**src/rtl/vote_pkg.sv**
```systemverilog
// rtl/vote_pkg.sv - shared state type and helpers for the vote tally engine
package vote_pkg;

    typedef enum logic [2:0] {
        IDLE,
        ARMED,
        HOLD,
        COMMIT,
        FLASH,
        RELEASE
    } state_t;

    // Widest candidate vector the engine supports.
    localparam int MAX_CAND = 16;

    // Index width for n candidates; never narrower than one bit.
    function automatic int idx_width(input int n);
        return (n > 1) ? $clog2(n) : 1;
    endfunction

    // True when exactly one bit of the (zero-extended) button vector is set.
    function automatic logic is_one_hot(input logic [MAX_CAND-1:0] v);
        return ($countones(v) == 1);
    endfunction

endpackage

```
**src/rtl/vote_leader_tree.sv**
```systemverilog
// rtl/vote_leader_tree.sv - registered argmax with tie flag over all tallies
module vote_leader_tree
    import vote_pkg::*;
#(
    parameter int NUM_CAND = 4,
    parameter int CNT_W    = 8,
    localparam int IDX_W   = idx_width(NUM_CAND)
) (
    input  logic                      clock,
    input  logic                      reset,
    input  logic [NUM_CAND*CNT_W-1:0] tallies,
    output logic [IDX_W-1:0]          leader,
    output logic                      leader_valid
);

    logic [CNT_W-1:0] best;
    logic [IDX_W-1:0] best_idx;
    logic             tie;

    // Priority scan: strict greater-than keeps the lowest index among equals,
    // and any later equal value marks the current maximum as shared.
    always_comb begin
        best     = tallies[CNT_W-1:0];
        best_idx = '0;
        tie      = 1'b0;
        for (int i = 1; i < NUM_CAND; i++) begin
            if (tallies[i*CNT_W +: CNT_W] > best) begin
                best     = tallies[i*CNT_W +: CNT_W];
                best_idx = IDX_W'(i);
                tie      = 1'b0;
            end else if (tallies[i*CNT_W +: CNT_W] == best) begin
                tie = 1'b1;
            end
        end
    end

    // Register the result so the leader outputs trail a tally change by one cycle.
    always_ff @(posedge clock) begin
        if (reset) begin
            leader       <= '0;
            leader_valid <= 1'b0;
        end else begin
            leader       <= best_idx;
            leader_valid <= ~tie;
        end
    end

endmodule

```
**src/rtl/vote_tally_engine.sv**
```systemverilog
// rtl/vote_tally_engine.sv - armed one-vote-per-session tally engine with LED view
module vote_tally_engine
    import vote_pkg::*;
#(
    parameter int NUM_CAND     = 4,
    parameter int CNT_W        = 8,
    parameter int HOLD_CYCLES  = 10,
    parameter int FLASH_CYCLES = 10,
    localparam int IDX_W       = idx_width(NUM_CAND)
) (
    input  logic                clock,
    input  logic                reset,
    input  logic                mode,
    input  logic                session_start,
    input  logic [NUM_CAND-1:0] button,
    input  logic [IDX_W-1:0]    view_sel,
    output logic [CNT_W-1:0]    led,
    output logic                ready,
    output logic                vote_accepted,
    output logic [IDX_W-1:0]    vote_cand,
    output logic [IDX_W-1:0]    leader,
    output logic                leader_valid,
    output logic [NUM_CAND-1:0] sat
);

    localparam int HOLD_W  = $clog2(HOLD_CYCLES + 1);
    localparam int FLASH_W = $clog2(FLASH_CYCLES + 1);
    localparam logic [CNT_W-1:0] CNT_MAX = '1;

    state_t                    state;
    state_t                    state_next;
    logic [IDX_W-1:0]          cand_idx;
    logic [IDX_W-1:0]          cand_next;
    logic [HOLD_W-1:0]         hold_cnt;
    logic [HOLD_W-1:0]         hold_next;
    logic [FLASH_W-1:0]        flash_cnt;
    logic [FLASH_W-1:0]        flash_next;
    logic [CNT_W-1:0]          tally [NUM_CAND];
    logic [NUM_CAND*CNT_W-1:0] tally_flat;
    logic [CNT_W-1:0]          view_q;
    logic                      view_ok;
    logic [IDX_W-1:0]          press_idx;
    logic                      press_single;
    logic                      press_match;

    // Index of the lowest pressed button; only used when exactly one is pressed.
    always_comb begin
        press_idx = '0;
        for (int i = NUM_CAND - 1; i >= 0; i--) begin
            if (button[i]) begin
                press_idx = IDX_W'(i);
            end
        end
    end

    assign press_single = is_one_hot(MAX_CAND'(button));
    assign press_match  = (button == (NUM_CAND'(1) << cand_idx));
    assign view_ok      = ({1'b0, view_sel} < (IDX_W + 1)'(NUM_CAND));

    // Session FSM: view mode abandons any session except a commit in flight.
    always_comb begin
        state_next = state;
        cand_next  = cand_idx;
        hold_next  = hold_cnt;
        flash_next = flash_cnt;
        if (mode && (state != COMMIT)) begin
            state_next = IDLE;
            hold_next  = '0;
            flash_next = '0;
        end else begin
            case (state)
                IDLE: begin
                    if (session_start) begin
                        state_next = ARMED;
                    end
                end
                ARMED: begin
                    if (press_single) begin
                        cand_next  = press_idx;
                        hold_next  = HOLD_W'(1);
                        state_next = HOLD;
                    end
                end
                HOLD: begin
                    if (press_match) begin
                        if (hold_cnt == HOLD_W'(HOLD_CYCLES - 1)) begin
                            state_next = COMMIT;
                        end else begin
                            hold_next = hold_cnt + 1'b1;
                        end
                    end else begin
                        // Release or extra button: keep the session, restart the press.
                        hold_next  = '0;
                        state_next = ARMED;
                    end
                end
                COMMIT: begin
                    hold_next  = '0;
                    flash_next = '0;
                    state_next = FLASH;
                end
                FLASH: begin
                    if (flash_cnt == FLASH_W'(FLASH_CYCLES - 1)) begin
                        flash_next = '0;
                        state_next = RELEASE;
                    end else begin
                        flash_next = flash_cnt + 1'b1;
                    end
                end
                RELEASE: begin
                    // A held button must be let go before a new session can start.
                    if (button == '0) begin
                        state_next = IDLE;
                    end
                end
                default: begin
                    state_next = IDLE;
                end
            endcase
        end
    end

    // State, captured candidate and the hold/flash counters.
    always_ff @(posedge clock) begin
        if (reset) begin
            state     <= IDLE;
            cand_idx  <= '0;
            hold_cnt  <= '0;
            flash_cnt <= '0;
        end else begin
            state     <= state_next;
            cand_idx  <= cand_next;
            hold_cnt  <= hold_next;
            flash_cnt <= flash_next;
        end
    end

    // Saturating tally update on commit; a vote at full scale only flags sat.
    always_ff @(posedge clock) begin
        if (reset) begin
            for (int i = 0; i < NUM_CAND; i++) begin
                tally[i] <= '0;
            end
            sat <= '0;
        end else if (state == COMMIT) begin
            if (tally[cand_idx] == CNT_MAX) begin
                sat[cand_idx] <= 1'b1;
            end else begin
                tally[cand_idx] <= tally[cand_idx] + 1'b1;
            end
        end
    end

    // Registered view of the selected tally; out-of-range selects read as zero.
    always_ff @(posedge clock) begin
        if (reset) begin
            view_q <= '0;
        end else begin
            view_q <= view_ok ? tally[view_sel] : '0;
        end
    end

    // Pack tallies for the leader search.
    always_comb begin
        tally_flat = '0;
        for (int i = 0; i < NUM_CAND; i++) begin
            tally_flat[i*CNT_W +: CNT_W] = tally[i];
        end
    end

    // LED: feedback flash wins, otherwise the view value in view mode, else dark.
    always_comb begin
        led = '0;
        if (state == FLASH) begin
            led = '1;
        end else if (mode) begin
            led = view_q;
        end
    end

    assign ready         = (state == ARMED);
    assign vote_accepted = (state == COMMIT);
    assign vote_cand     = vote_accepted ? cand_idx : '0;

    vote_leader_tree #(
        .NUM_CAND (NUM_CAND),
        .CNT_W    (CNT_W)
    ) u_leader (
        .clock        (clock),
        .reset        (reset),
        .tallies      (tally_flat),
        .leader       (leader),
        .leader_valid (leader_valid)
    );

endmodule

```
**config.mk**
```make
export PLATFORM = sky130hd
export DESIGN_NAME = vote_tally_engine
export DESIGN_NICKNAME = d
export VERILOG_FILES = /design/src/rtl/vote_pkg.sv /design/src/rtl/vote_leader_tree.sv /design/src/rtl/vote_tally_engine.sv
export SDC_FILE = /design/constraint.sdc
export NUM_CORES = 1
export LEC_CHECK = 0
export CAP_MARGIN = 0
export CORE_UTILIZATION = 54
export DETAILED_ROUTE_END_ITERATION = 8
export HOLD_SLACK_MARGIN = 0.05
export PLACE_DENSITY = 0.78
export SLEW_MARGIN = 20
export SYNTH_ARGS = -nofsm -noshare
export SYNTH_HDL_FRONTEND = slang
export SYNTH_HIERARCHICAL = 1
export SYNTH_SLANG_ARGS = --single-unit
```
**constraint.sdc**
```tcl
create_clock -name clock -period 4.45 [get_ports clock]
set_input_delay 0.89 -clock clock [delete_from_list [all_inputs] [get_ports clock]]
set_output_delay 0.89 -clock clock [all_outputs]
set_load 0.01 [all_outputs]
```
==> qor.csv <==
stage;metric;value;unit
setup_path;end_kind;register;
setup_path;crit_required;4.67;ns
sta;fin_worst_skew;0.00763;ns
route;drtAntennaViolNets;0;
placement;place_inst;539;
route;drtIter0Drc;291;
sta;finalSetupViolCount;0;
final_layout;diodes;0;
route;drt-pass1-iter-count;6;
sta;hold_viol_final;0;
setup_path;r2r_start;tally[1][1]$_SDFFCE_PN0P_;
floorplan;die-area;8150;um2
floorplan;core;7410;um2
final_layout;final_util;0.682;
logic_synthesis;synth_seq_cells;62;
route;wl_per_cell;18.9;um
final_layout;final_cells;569;
sta;fin_crit_sh;0.989;
final_layout;syn_to_final_growth;20.0;%
setup_path;worstPathArrival;4.62;ns
clock_network;hold_buffers;0;
floorplan;dieWidth;90.3;um
setup_path;r2r_slack;0.05;ns
logic_synthesis;synth-main-ff-cell;edfxtp_1;
route;wl_met2;5010;um
logic_synthesis;syn_area;4210;um2
clock_network;cts_buffers;9;
route;route.met3.wl;728;um
final_layout;nNetsFinal;508;
sta;maxSlewViolCount;0;
grt;grt_use_total;0.267;
floorplan;io_pins;29;
grt;grt_overflow;0;
placement;globalplace.congestion;1.02;
min_path;min_from;sat[1]$_SDFFE_PP0P_;
pwr;power;1.37;mW
sta;max_freq;227;MHz
route;top_layer_used;met4;
clock_network;cts.sinks;62;
route;drt_drc_violations_left;0;
final_layout;layout_commonest_cell;nor2_1;
logic_synthesis;yosysUniqueCellTypes;69;
setup_path;cp_max_fo;8;
pwr;vdd.ir_drop.worst;237;uV
setup_path;timing.critical_path.from;tally[1][1]$_SDFFCE_PN0P_;
floorplan;fp.dieH;90.3;um
grt;grt_max_degree;25;
clock_network;cts.clk_slew.worst_paths;0.07;ns
pwr;cellLeakagePower;1.99;nW
route;wl;10800;um
route;via_per_inst;6.27;
setup_path;crit_path_start_kind;register;
logic_synthesis;ys_warn_count;6;
clock_network;insertion_delay;0.34;ns
clock_network;htreeDepth;3;
clock_network;clk_path_buf_depth;2;
floorplan;start_util;0.568;
placement;hpwlAfterDp;7550;um
clock_network;cts_tree;built;
logic_synthesis;yosysSeqAreaShare;0.371;
sta;tightest_slew;0.564;ns
setup_path;worstSetupPathType;reg -> reg;
grt;antenna_found_initial;0;
logic_synthesis;synth_edf_count;32;
grt;grt_pass1_vias;3368;
final_layout;fin_area;5050;um2
pwr;power.density;272;nW/um2
final_layout;drive_above_1_share;0.198;
status;status;finished clean;
sta;period_needed;4.40;ns
logic_synthesis;synthArstFlopShare;0;
placement;post_dp_cell_area;4540;um2
route;dr_total_vias;3570;
clock_network;cts-root-buf;clkbuf_8;
final_layout;final_cell_mix;nor2_1 (51), nand2_1 (33), a21oi_1 (33), edfxtp_1 (32), dfxtp_1 (30);
route;met1Wirelength;4680;um
logic_synthesis;synth.net_count;470;
job;max_cap_viol_count;0;
sta;slew_headroom;0.623;
floorplan;row_count;31;
logic_synthesis;synth_area_per_cell;9.85;um2
placement;portBuffers;28;
grt;grt_pass1_wl;17000;um
min_path;worstHoldPathType;reg -> reg;
logic_synthesis;synth_cells;427;
==> through the flow <==
step	hold slack (ns)	TNS (ns)	worst slack, ns
3_3_place_gp	0.465	0	0.136
2_1_floorplan	0.457	0	0.243
6_report	0.482	0	0.0473
3_5_place_dp	0.469	0	0.0752
4_1_cts	0.483	0	0.0420
5_1_grt	0.497	-0.269	-0.0970
==> worst max-delay path: stages, from the launching register on <==
cell,delay (ns)
edfxtp_1,0.51
ha_4,0.26
nor2b_1,0.12
o211a_1,0.26
o211ai_4,0.38
nand3_2,0.15
and3_4,0.19
ha_4,0.26
nor2b_4,0.13
o211ai_2,0.09
a211o_4,0.36
and2_4,0.20
buf_4,0.13
a41o_1,0.23
ha_1,0.29
nand4_1,0.17
a21oi_1,0.09
o32ai_2,0.34
a21oi_1,0.11
==> kinds of logic after synthesis <==
family / synth area share
XOR/XNOR: 0.0104
AND/OR/NAND/NOR: 0.225
adder cells (fa/ha/maj): 0.0999
flip-flops: 0.371
multiplexers: 0.0957
buffers and inverters: 0.0538
AO/OA/AOI/OAI: 0.144
==> flip-flops by register name, indices dropped and copies added, names as in the netlist, named ones only <==
| name | cells |
|---|---|
| cand_idx | 2 |
| flash_cnt | 4 |
| hold_cnt | 4 |
| sat | 4 |
| state | 3 |
| tally | 32 |
| u_leader/leader | 2 |
| u_leader/leader_valid | 1 |
| view_q | 8 |
==> repair_timing <==
action | 4_1_cts | 5_1_grt
resized for setup | 0 | 34
endpoints found under the setup margin | 0 | 3
buffers inserted | 0 | 14
==> power by group <==
group | internal [mW] | leakage [nW] | switching [mW]
Clock | 0.247 | 0.0987 | 0.212
Sequential | 0.619 | 0.575 | 0.0192
Combinational | 0.135 | 1.31 | 0.143
Total | 1.00 | 1.99 | 0.374
==> metal layers <==
metal / vias up / track usage
li1: 1657 / -
met1: 1702 / 0.352
met2: 177 / 0.415
met3: 34 / 0.0640
met4: 0 / 0.130
met5: - / 0
==> final cells by class <==
class	count	area, um2
Tap cell	99	124
Multi-Input combinational cell	318	2630
Inverter	23	86.3
Sequential cell	62	1560
Clock buffer	12	166
Clock inverter	4	18.8
Fill cell	567	2360
Timing Repair Buffer	51	460
==> path summary, 6_finish.rpt <==
kind,end,depth (start not counted)
hold reg to reg,sat[1]$_SDFFE_PP0P_,2
hold / removal,sat[1]$_SDFFE_PP0P_,2
setup reg to reg,u_leader/leader_valid$_SDFF_PP0_,18
setup / recovery,u_leader/leader_valid$_SDFF_PP0_,18
==> cell usage after synthesis, types with 3 or more instances <==
cell type / instances / area [um2]
o21ai_1: 5 / 25.0
and2_1: 4 / 25.0
o21ai_0: 6 / 30.0
edfxtp_1: 32 / 961
buf_6: 4 / 45.0
nand2b_4: 4 / 55.1
buf_2: 5 / 25.0
nand3b_1: 3 / 22.5
and3_1: 9 / 56.3
mux4_1: 6 / 158
mux4_2: 10 / 225
inv_1: 23 / 86.3
o22ai_1: 3 / 18.8
dfxtp_1: 30 / 601
nand2b_1: 9 / 56.3
xor2_1: 4 / 35.0
or3_1: 4 / 25.0
nand3_1: 18 / 90.1
o2111ai_1: 7 / 61.3
a21oi_1: 33 / 165
a211oi_1: 4 / 30.0
o211ai_1: 3 / 22.5
buf_4: 3 / 22.5
ha_1: 32 / 400
a41o_1: 7 / 70.1
nand2_1: 34 / 128
clkbuf_1: 9 / 33.8
nor3b_1: 3 / 22.5
nor2_1: 52 / 195
nor2b_1: 10 / 62.6
nand4_1: 3 / 18.8
(Power assumes the default switching activity.)
